**src/rtl/riscv_pkg.sv**
```systemverilog
// Shared RV32 pipeline definitions: datapath width, canonical NOP and the
// IF/ID register layout that decode also consumes.
package riscv_pkg;

   localparam int unsigned XLEN = 32;
   localparam logic [31:0] NOP_INSTR = 32'h0000_0013;

   typedef struct packed {
      logic            valid;
      logic [XLEN-1:0] pc;
      logic [XLEN-1:0] pc4;
      logic [31:0]     instr;
   } if_id_t;

endpackage

```
**src/rtl/fetch_stage_pc_reg.sv**
```systemverilog
// Program counter with redirect/stall/sequential next-PC selection and the
// +4 incrementer shared with the IF/ID register.
module pc_reg
   import riscv_pkg::*;
#(
   parameter int unsigned          XLEN     = riscv_pkg::XLEN,
   parameter logic [XLEN-1:0]      RESET_PC = '0
) (
   input  logic            clk,
   input  logic            rstn,
   input  logic            stall,
   input  logic            redirect,
   input  logic [XLEN-1:0] redirect_pc,
   output logic [XLEN-1:0] pc,
   output logic [XLEN-1:0] pc4
);

   logic [XLEN-1:0] pc_next;

   // Modulo add: wraps from the top word back to 0 without any flag.
   assign pc4 = pc + XLEN'(4);

   always_comb begin
      pc_next = pc4;
      if (redirect) begin
         pc_next = {redirect_pc[XLEN-1:2], 2'b00};
      end else if (stall) begin
         pc_next = pc;
      end
   end

   always_ff @(posedge clk) begin
      if (!rstn) begin
         pc <= RESET_PC;
      end else begin
         pc <= pc_next;
      end
   end

endmodule

```
**src/rtl/fetch_stage.sv**
```systemverilog
// Instruction-fetch stage: drives the instruction memory from the PC and
// captures the returned word into the IF/ID register for decode.
module fetch_stage
   import riscv_pkg::*;
#(
   parameter int unsigned     XLEN      = riscv_pkg::XLEN,
   parameter logic [XLEN-1:0] RESET_PC  = '0,
   parameter logic [31:0]     NOP_INSTR = riscv_pkg::NOP_INSTR
) (
   input  logic            clk,
   input  logic            rstn,
   output logic [XLEN-1:0] imem_addr,
   input  logic [31:0]     imem_rdata,
   input  logic            stall_i,
   input  logic            redirect_i,
   input  logic [XLEN-1:0] redirect_pc_i,
   output logic            if_id_valid,
   output logic [XLEN-1:0] if_id_pc,
   output logic [XLEN-1:0] if_id_pc4,
   output logic [31:0]     if_id_instr,
   output logic            misalign_o,
   output logic [31:0]     fetch_count
);

   logic [XLEN-1:0] pc_q;
   logic [XLEN-1:0] pc_plus4;
   if_id_t          if_id_q;

   pc_reg #(
      .XLEN     (XLEN),
      .RESET_PC (RESET_PC)
   ) u_pc_reg (
      .clk         (clk),
      .rstn        (rstn),
      .stall       (stall_i),
      .redirect    (redirect_i),
      .redirect_pc (redirect_pc_i),
      .pc          (pc_q),
      .pc4         (pc_plus4)
   );

   assign imem_addr = pc_q;

   // Redirect flushes the slot even under stall: the fetched word is younger
   // than the redirecting instruction and must never reach decode.
   always_ff @(posedge clk) begin
      if (!rstn) begin
         if_id_q.valid <= 1'b0;
         if_id_q.pc    <= '0;
         if_id_q.pc4   <= '0;
         if_id_q.instr <= NOP_INSTR;
         misalign_o    <= 1'b0;
         fetch_count   <= '0;
      end else if (redirect_i) begin
         if_id_q.valid <= 1'b0;
         if_id_q.pc    <= '0;
         if_id_q.pc4   <= '0;
         if_id_q.instr <= NOP_INSTR;
         if (redirect_pc_i[1:0] != 2'b00) begin
            misalign_o <= 1'b1;
         end
      end else if (!stall_i) begin
         if_id_q.valid <= 1'b1;
         if_id_q.pc    <= pc_q;
         if_id_q.pc4   <= pc_plus4;
         if_id_q.instr <= imem_rdata;
         fetch_count   <= fetch_count + 32'd1;
      end
   end

   assign if_id_valid = if_id_q.valid;
   assign if_id_pc    = if_id_q.pc;
   assign if_id_pc4   = if_id_q.pc4;
   assign if_id_instr = if_id_q.instr;

endmodule

```
**config.mk**
```make
export PLATFORM = sky130hd
export DESIGN_NAME = fetch_stage
export DESIGN_NICKNAME = d
export VERILOG_FILES = /design/src/rtl/riscv_pkg.sv /design/src/rtl/fetch_stage_pc_reg.sv /design/src/rtl/fetch_stage.sv
export SDC_FILE = /design/constraint.sdc
export NUM_CORES = 1
export LEC_CHECK = 0
export CAP_MARGIN = 20
export CORE_UTILIZATION = 43
export CTS_BUF_LIST = sky130_fd_sc_hd__clkbuf_8
export DETAILED_ROUTE_END_ITERATION = 8
export PLACE_DENSITY = 0.77
export SLEW_MARGIN = 5
export SYNTH_ARGS = -nofsm -noshare
export SYNTH_HDL_FRONTEND = slang
export SYNTH_SLANG_ARGS = --single-unit
```
**constraint.sdc**
```tcl
create_clock -name clk -period 1.9 [get_ports clk]
set_input_delay 0.285 -clock clk [delete_from_list [all_inputs] [get_ports clk]]
set_output_delay 0.285 -clock clk [all_outputs]
set_load 0.05 [all_outputs]
```
* Yosys cells after proc, flatten, opt, wreduce, memory -nomap -nowiden *
Cells that the tools add are included.

word-level totals
  bits in registers = 162
  latch bits = 0
  RAM bits = 0
  bits in read-only memories = 0
  output and inout bits = 162
  logic and storage cells = 20
  memories = 0

cells by class
  $add $sub $neg = 2
  multipliers = 0
  divide/modulo/power cells = 0
  $lt $le $gt $ge = 0
  equality and inequality tests = 1
  shifts and indexed selects = 0
  mux-type cells = 2
  bitwise operators = 3
  reductions and logical operators = 4

operators by type and width
  cell                                            number
  two-way mux 32 bit                              2
  adder 32 x 1 -> 32 bit (second input constant)  1
  adder 32 x 3 -> 32 bit (second input constant)  1
  AND reduction 2 bit                             2
  NOT 1 bit                                       3
  != test 2 x 1 -> 1 bit (second input constant)  1
  nonzero test 2 bit                              1
  OR reduction 2 bit                              1

* Logic depth before layout (Yosys ltp) *
  depth after elaboration = 3
  mapped depth = 8
  gate-level depth less buffers = 6

* Modules after synthesis *
Synthesis repeated with hierarchy kept, for this count alone.

unflattened totals
  cell total of the unflattened synthesis = 798
  area, all modules = 7243.2 um^2

modules (own cells, without submodules)
  module       times used  cells each  area each (um^2)  sequential area each (um^2)
  fetch_stage  1           500         4958.5            2602.5
  pc_reg       1           298         2284.7            600.6

* Least setup slack after synthesis *
Ideal clock, no wire load.

  path type = flip-flop to flip-flop
  start = register u_pc_reg.pc[10]
  end = register u_pc_reg.pc[29]
  arrival = 2.479 ns
  data required time = 1.830 ns
  setup slack = -0.649 ns
  cell stages (with the launch flop) = 8
  buffers on the path = 2
  period minus slack after synthesis = 2.549 ns
  path through = dfxtp_1 -> buf_2 -> nand4_2 -> or4_1 -> buf_2 -> or4b_4 -> xor2_1 -> a21oi_1

on the way
  longest elaborated chain between the ends = 3

RTL lines
  element                 RTL line                  source
  start, declared         fetch_stage_pc_reg.sv:14  output logic [XLEN-1:0] pc,
  start signal, assigned  fetch_stage_pc_reg.sv:36  pc <= pc_next;
  adder 32 x 3 -> 32 bit  fetch_stage_pc_reg.sv:21  assign pc4 = pc + XLEN'(4);
  two-way mux 32 bit      fetch_stage_pc_reg.sv:27  end else if (stall) begin
  two-way mux 32 bit      fetch_stage_pc_reg.sv:25  if (redirect) begin

No other way between the ends. The select of a mux whose other input is x is not followed.
A chain may end at the register's enable or synchronous reset.

* Final worst setup path *
  start = register u_pc_reg.pc[17]
  end = register if_id_q, in the netlist if_id_pc4[21]

on the way
  longest elaborated chain between the ends = 1

RTL lines
  element                 RTL line                  source
  adder 32 x 3 -> 32 bit  fetch_stage_pc_reg.sv:21
  end, declared           fetch_stage.sv:27         if_id_t if_id_q;

No other way between the ends.

==> reports/results.tsv <==
stage	metric	value	unit
status	outcome	complete, no violations	
drt	via/cell ratio	5.11	
synth	Cells after Synth	774	
power	pwr/cell area	701	mW/mm^2
timing	Slew Limit Fails	0	
power	sw frac	29.3	%
timing	skew final	0.00819	ns
layout	area grow syn2layout	48.5	%
power	switching pwr	2.06	mW
timing	Final Hold Fails	0	
timing	worst-margin pin slew	0.539	ns
synth	area leader, netlist	dfxtp_1	
drt	Detail Route Antenna Nets	0	
drt	Pre-Repair DR Iteration Count	5	
synth	synthesized area	0.00676	sq mm
synth	Syn. warnings	0	
power	leak pwr	4.43	nW
drt	vias	6417	
timing	Final setup viols	0	
critical_path	CP Class	register to register	
cts	CTS Buffer Depth	2	
critical_path	CP peak stage delay	0.51	ns
cts	CTS Sinks	156	
synth	Yosys top cell area share	46.2	%
global_routing	number of global-route vias before repair	5996	
synth	ys async rst share	0	%
power	Comb pwr share	18.0	%
floorplan	Die X	127	um
placed_design	Port Buffer Count	223	
placed_design	pre-CTS WS	-0.0905	ns
min_path	Min-Delay Path Class	input pin to register	
timing	Rel. slew slack	64.2	%
timing	worst setup margin	0.0141	ns
global_routing	initial antenna violation count	0	
floorplan	row cnt	45	
timing	fin crit share	99.3	%
critical_path	Critical Path RT	2.28	ns
floorplan	Chip Height	127	um
synth	post-synthesis area per instance	8.73	sq um
synth	synth cell count leaders	dfxtp_1 (156), nor2_1 (113), mux2i_1 (64)	
cts	Num CTS Buffers	17	
drt	drt wl/cell	15.7	um
placed_design	GPL Wtd Cong	0.858	
global_routing	largest net degree at the start of global routing	50	
critical_path	Critical Path Slowest Stage Cell	or4_1	
power	Clk pwr share	33.0	%
drt	drt total wl	19700	um
floorplan	initial core utilization	44.3	%
synth	post-synth cell types	45	
floorplan	die area	0.0162	sq mm
global_routing	global route overflow	0	
power	Power Total	7.03	mW
floorplan	area of the core	0.0153	sq mm
cts	clk slew on worst S/H paths	0.08	ns
timing	fin crit period	1.89	ns
cts	Clock Latency Late Sink	0.45	ns
layout	Ant. Diodes	0	
synth	Yosys reg bits	156	
synth	leading cell types by total area after synthesis	dfxtp_1 (46%), mux2i_1 (9.5%), xnor2_1 (6.5%), nor2_1 (6.3%), a21oi_1 (4.7%)	
placed_design	dpl cell area	0.00968	sq mm
cts	H-tree lvl count	4	
global_routing	first-pass GRT wire length	31000	um
cts	Root Buffer	clkbuf_8	
global_routing	GRT Util Overall	24.7	%
critical_path	arrival time at the worst endpoint	2.27	ns
critical_path	worst path cell trace	nand2_1, or3_1, buf_4, or4_1, a31oi_1	
synth	count leader, synth	dfxtp_1	
synth	EDFF count, synth	0	
synth	sequential share of the synthesized area	46.2	%
layout	layout cells sized above 1	19.9	%
layout	Design Area, Final	0.0100	sq mm
placed_design	Detail Placement HPWL	14300	um
critical_path	crit-path max FO	8	
timing	fmax	530	MHz
power	Max IR drop VDD	0.423	mV
synth	Top FF cell, synth	dfxtp_1	
timing	hold_ws	0.264	ns
drt	Initial DRC Count	383	
floorplan	# IOs	230	
critical_path	Crit. End Element	register	
layout	post-route core utilization	65.8	%
layout	Net count, final	1102	
critical_path	startpoint types	register	
power	Internal	4.98	mW
timing	RSZ-0062 raised after global routing	true	
power	Seq pwr share	49.0	%
flow_run	max-cap violations	0	
drt	DRC violation count after routing	0	
cts	CTS tree	built	
==> repair_timing <==
item                       in CTS  in global routing
pin swaps                       0                  6
hold buffers                    0                  0
gates resized for setup       116                 19
setup endpoints to repair     122                 22
buffers inserted                0                  6
==> worst max-delay path, delay by kind of cell (launching register included) <==
family | cells | cell delay, ns
buffers and inverters | 1 | 0.21
DFF | 1 | 0.41
and+or+nand+nor | 3 | 1.02
AOI/OAI and AO/OA | 1 | 0.18
==> final timing paths <==
kind | slack (ns) | start | endpoint | cells after the start
worst max-delay path | 0.01 | u_pc_reg.pc[17] | if_id_pc4[21] | 5
worst min-delay path | 0.26 | stall_i | if_id_pc4[25] | 3
worst max register to register | 0.01 | u_pc_reg.pc[17] | if_id_pc4[21] | 5
worst min register to register | 0.45 | if_id_valid | if_id_valid | 2
==> kinds of logic after synthesis <==
group | Yosys count | share of synthesized area, %
DFF | 156 | 46.2
xor gates and xnor gates | 75 | 9.72
muxes | 64 | 9.48
adders and majority gates | 2 | 0.370
and+or+nand+nor | 275 | 19.5
buffers and inverters | 74 | 4.68
other | 1 | 0.0555
AOI/OAI and AO/OA | 127 | 9.93
==> through the flow <==
stage                     setup TNS [ns]  instances
after CTS                              0       1249
final                                  0       1255
after global placement            -0.240       1218
after detailed placement          -0.721       1218
after global routing              -0.171       1255
after floorplan                    -1.63        779
==> final cells by class <==
cell class	count	area, sq um
Fill cell	1308	5230
Multi-Input combinational cell	549	3470
Sequential cell	156	3250
Timing Repair Buffer	295	2640
Clock buffer	21	289
Tap cell	211	264
Clock inverter	10	73.8
Inverter	13	48.8
==> per-layer routing <==
layer	wire length, um	vias up	GRT usage [%]
met5	0	-	0
met4	397	0	10.1
met3	1330	29	6.11
met2	9230	227	40.1
met1	8750	2992	31.3
li1	-	3169	-
==> placed cells by master (no fill, tap or decap), types with 4 or more instances in the layout <==
master and count:
dlygate4sd2_1 114, nor2_1 110, dfxtp_1 110, buf_4 100
clkdlybuf4s50_1 66, mux2i_1 64, a21oi_1 63, o21ai_0 53
xnor2_1 50, nand2_1 45, dfxtp_4 26, xor2_1 25
nand3_1 22, clkbuf_8 21, dfxtp_2 20, inv_1 15
nand4_1 14, nor3_1 14, or3_1 12, nor4_1 11
dlymetal6s2s_1 9, and4_1 6, conb_1 6, buf_12 6
nor4_2 5, nor3_2 4, nor2b_1 4, clkinv_2 4
==> power groups by stage <==
stage | registers [mW] | logic [mW] | clock network [mW]
after floorplan | 3.89 | 0.434 | 0
after global placement | 3.52 | 1.30 | 0
after detailed placement | 3.52 | 1.31 | 0
after CTS | 3.44 | 1.27 | 2.38
after global routing | 3.46 | 1.34 | 2.53
final | 3.44 | 1.27 | 2.32
No activity file was read; power rests on OpenSTA's default activity.
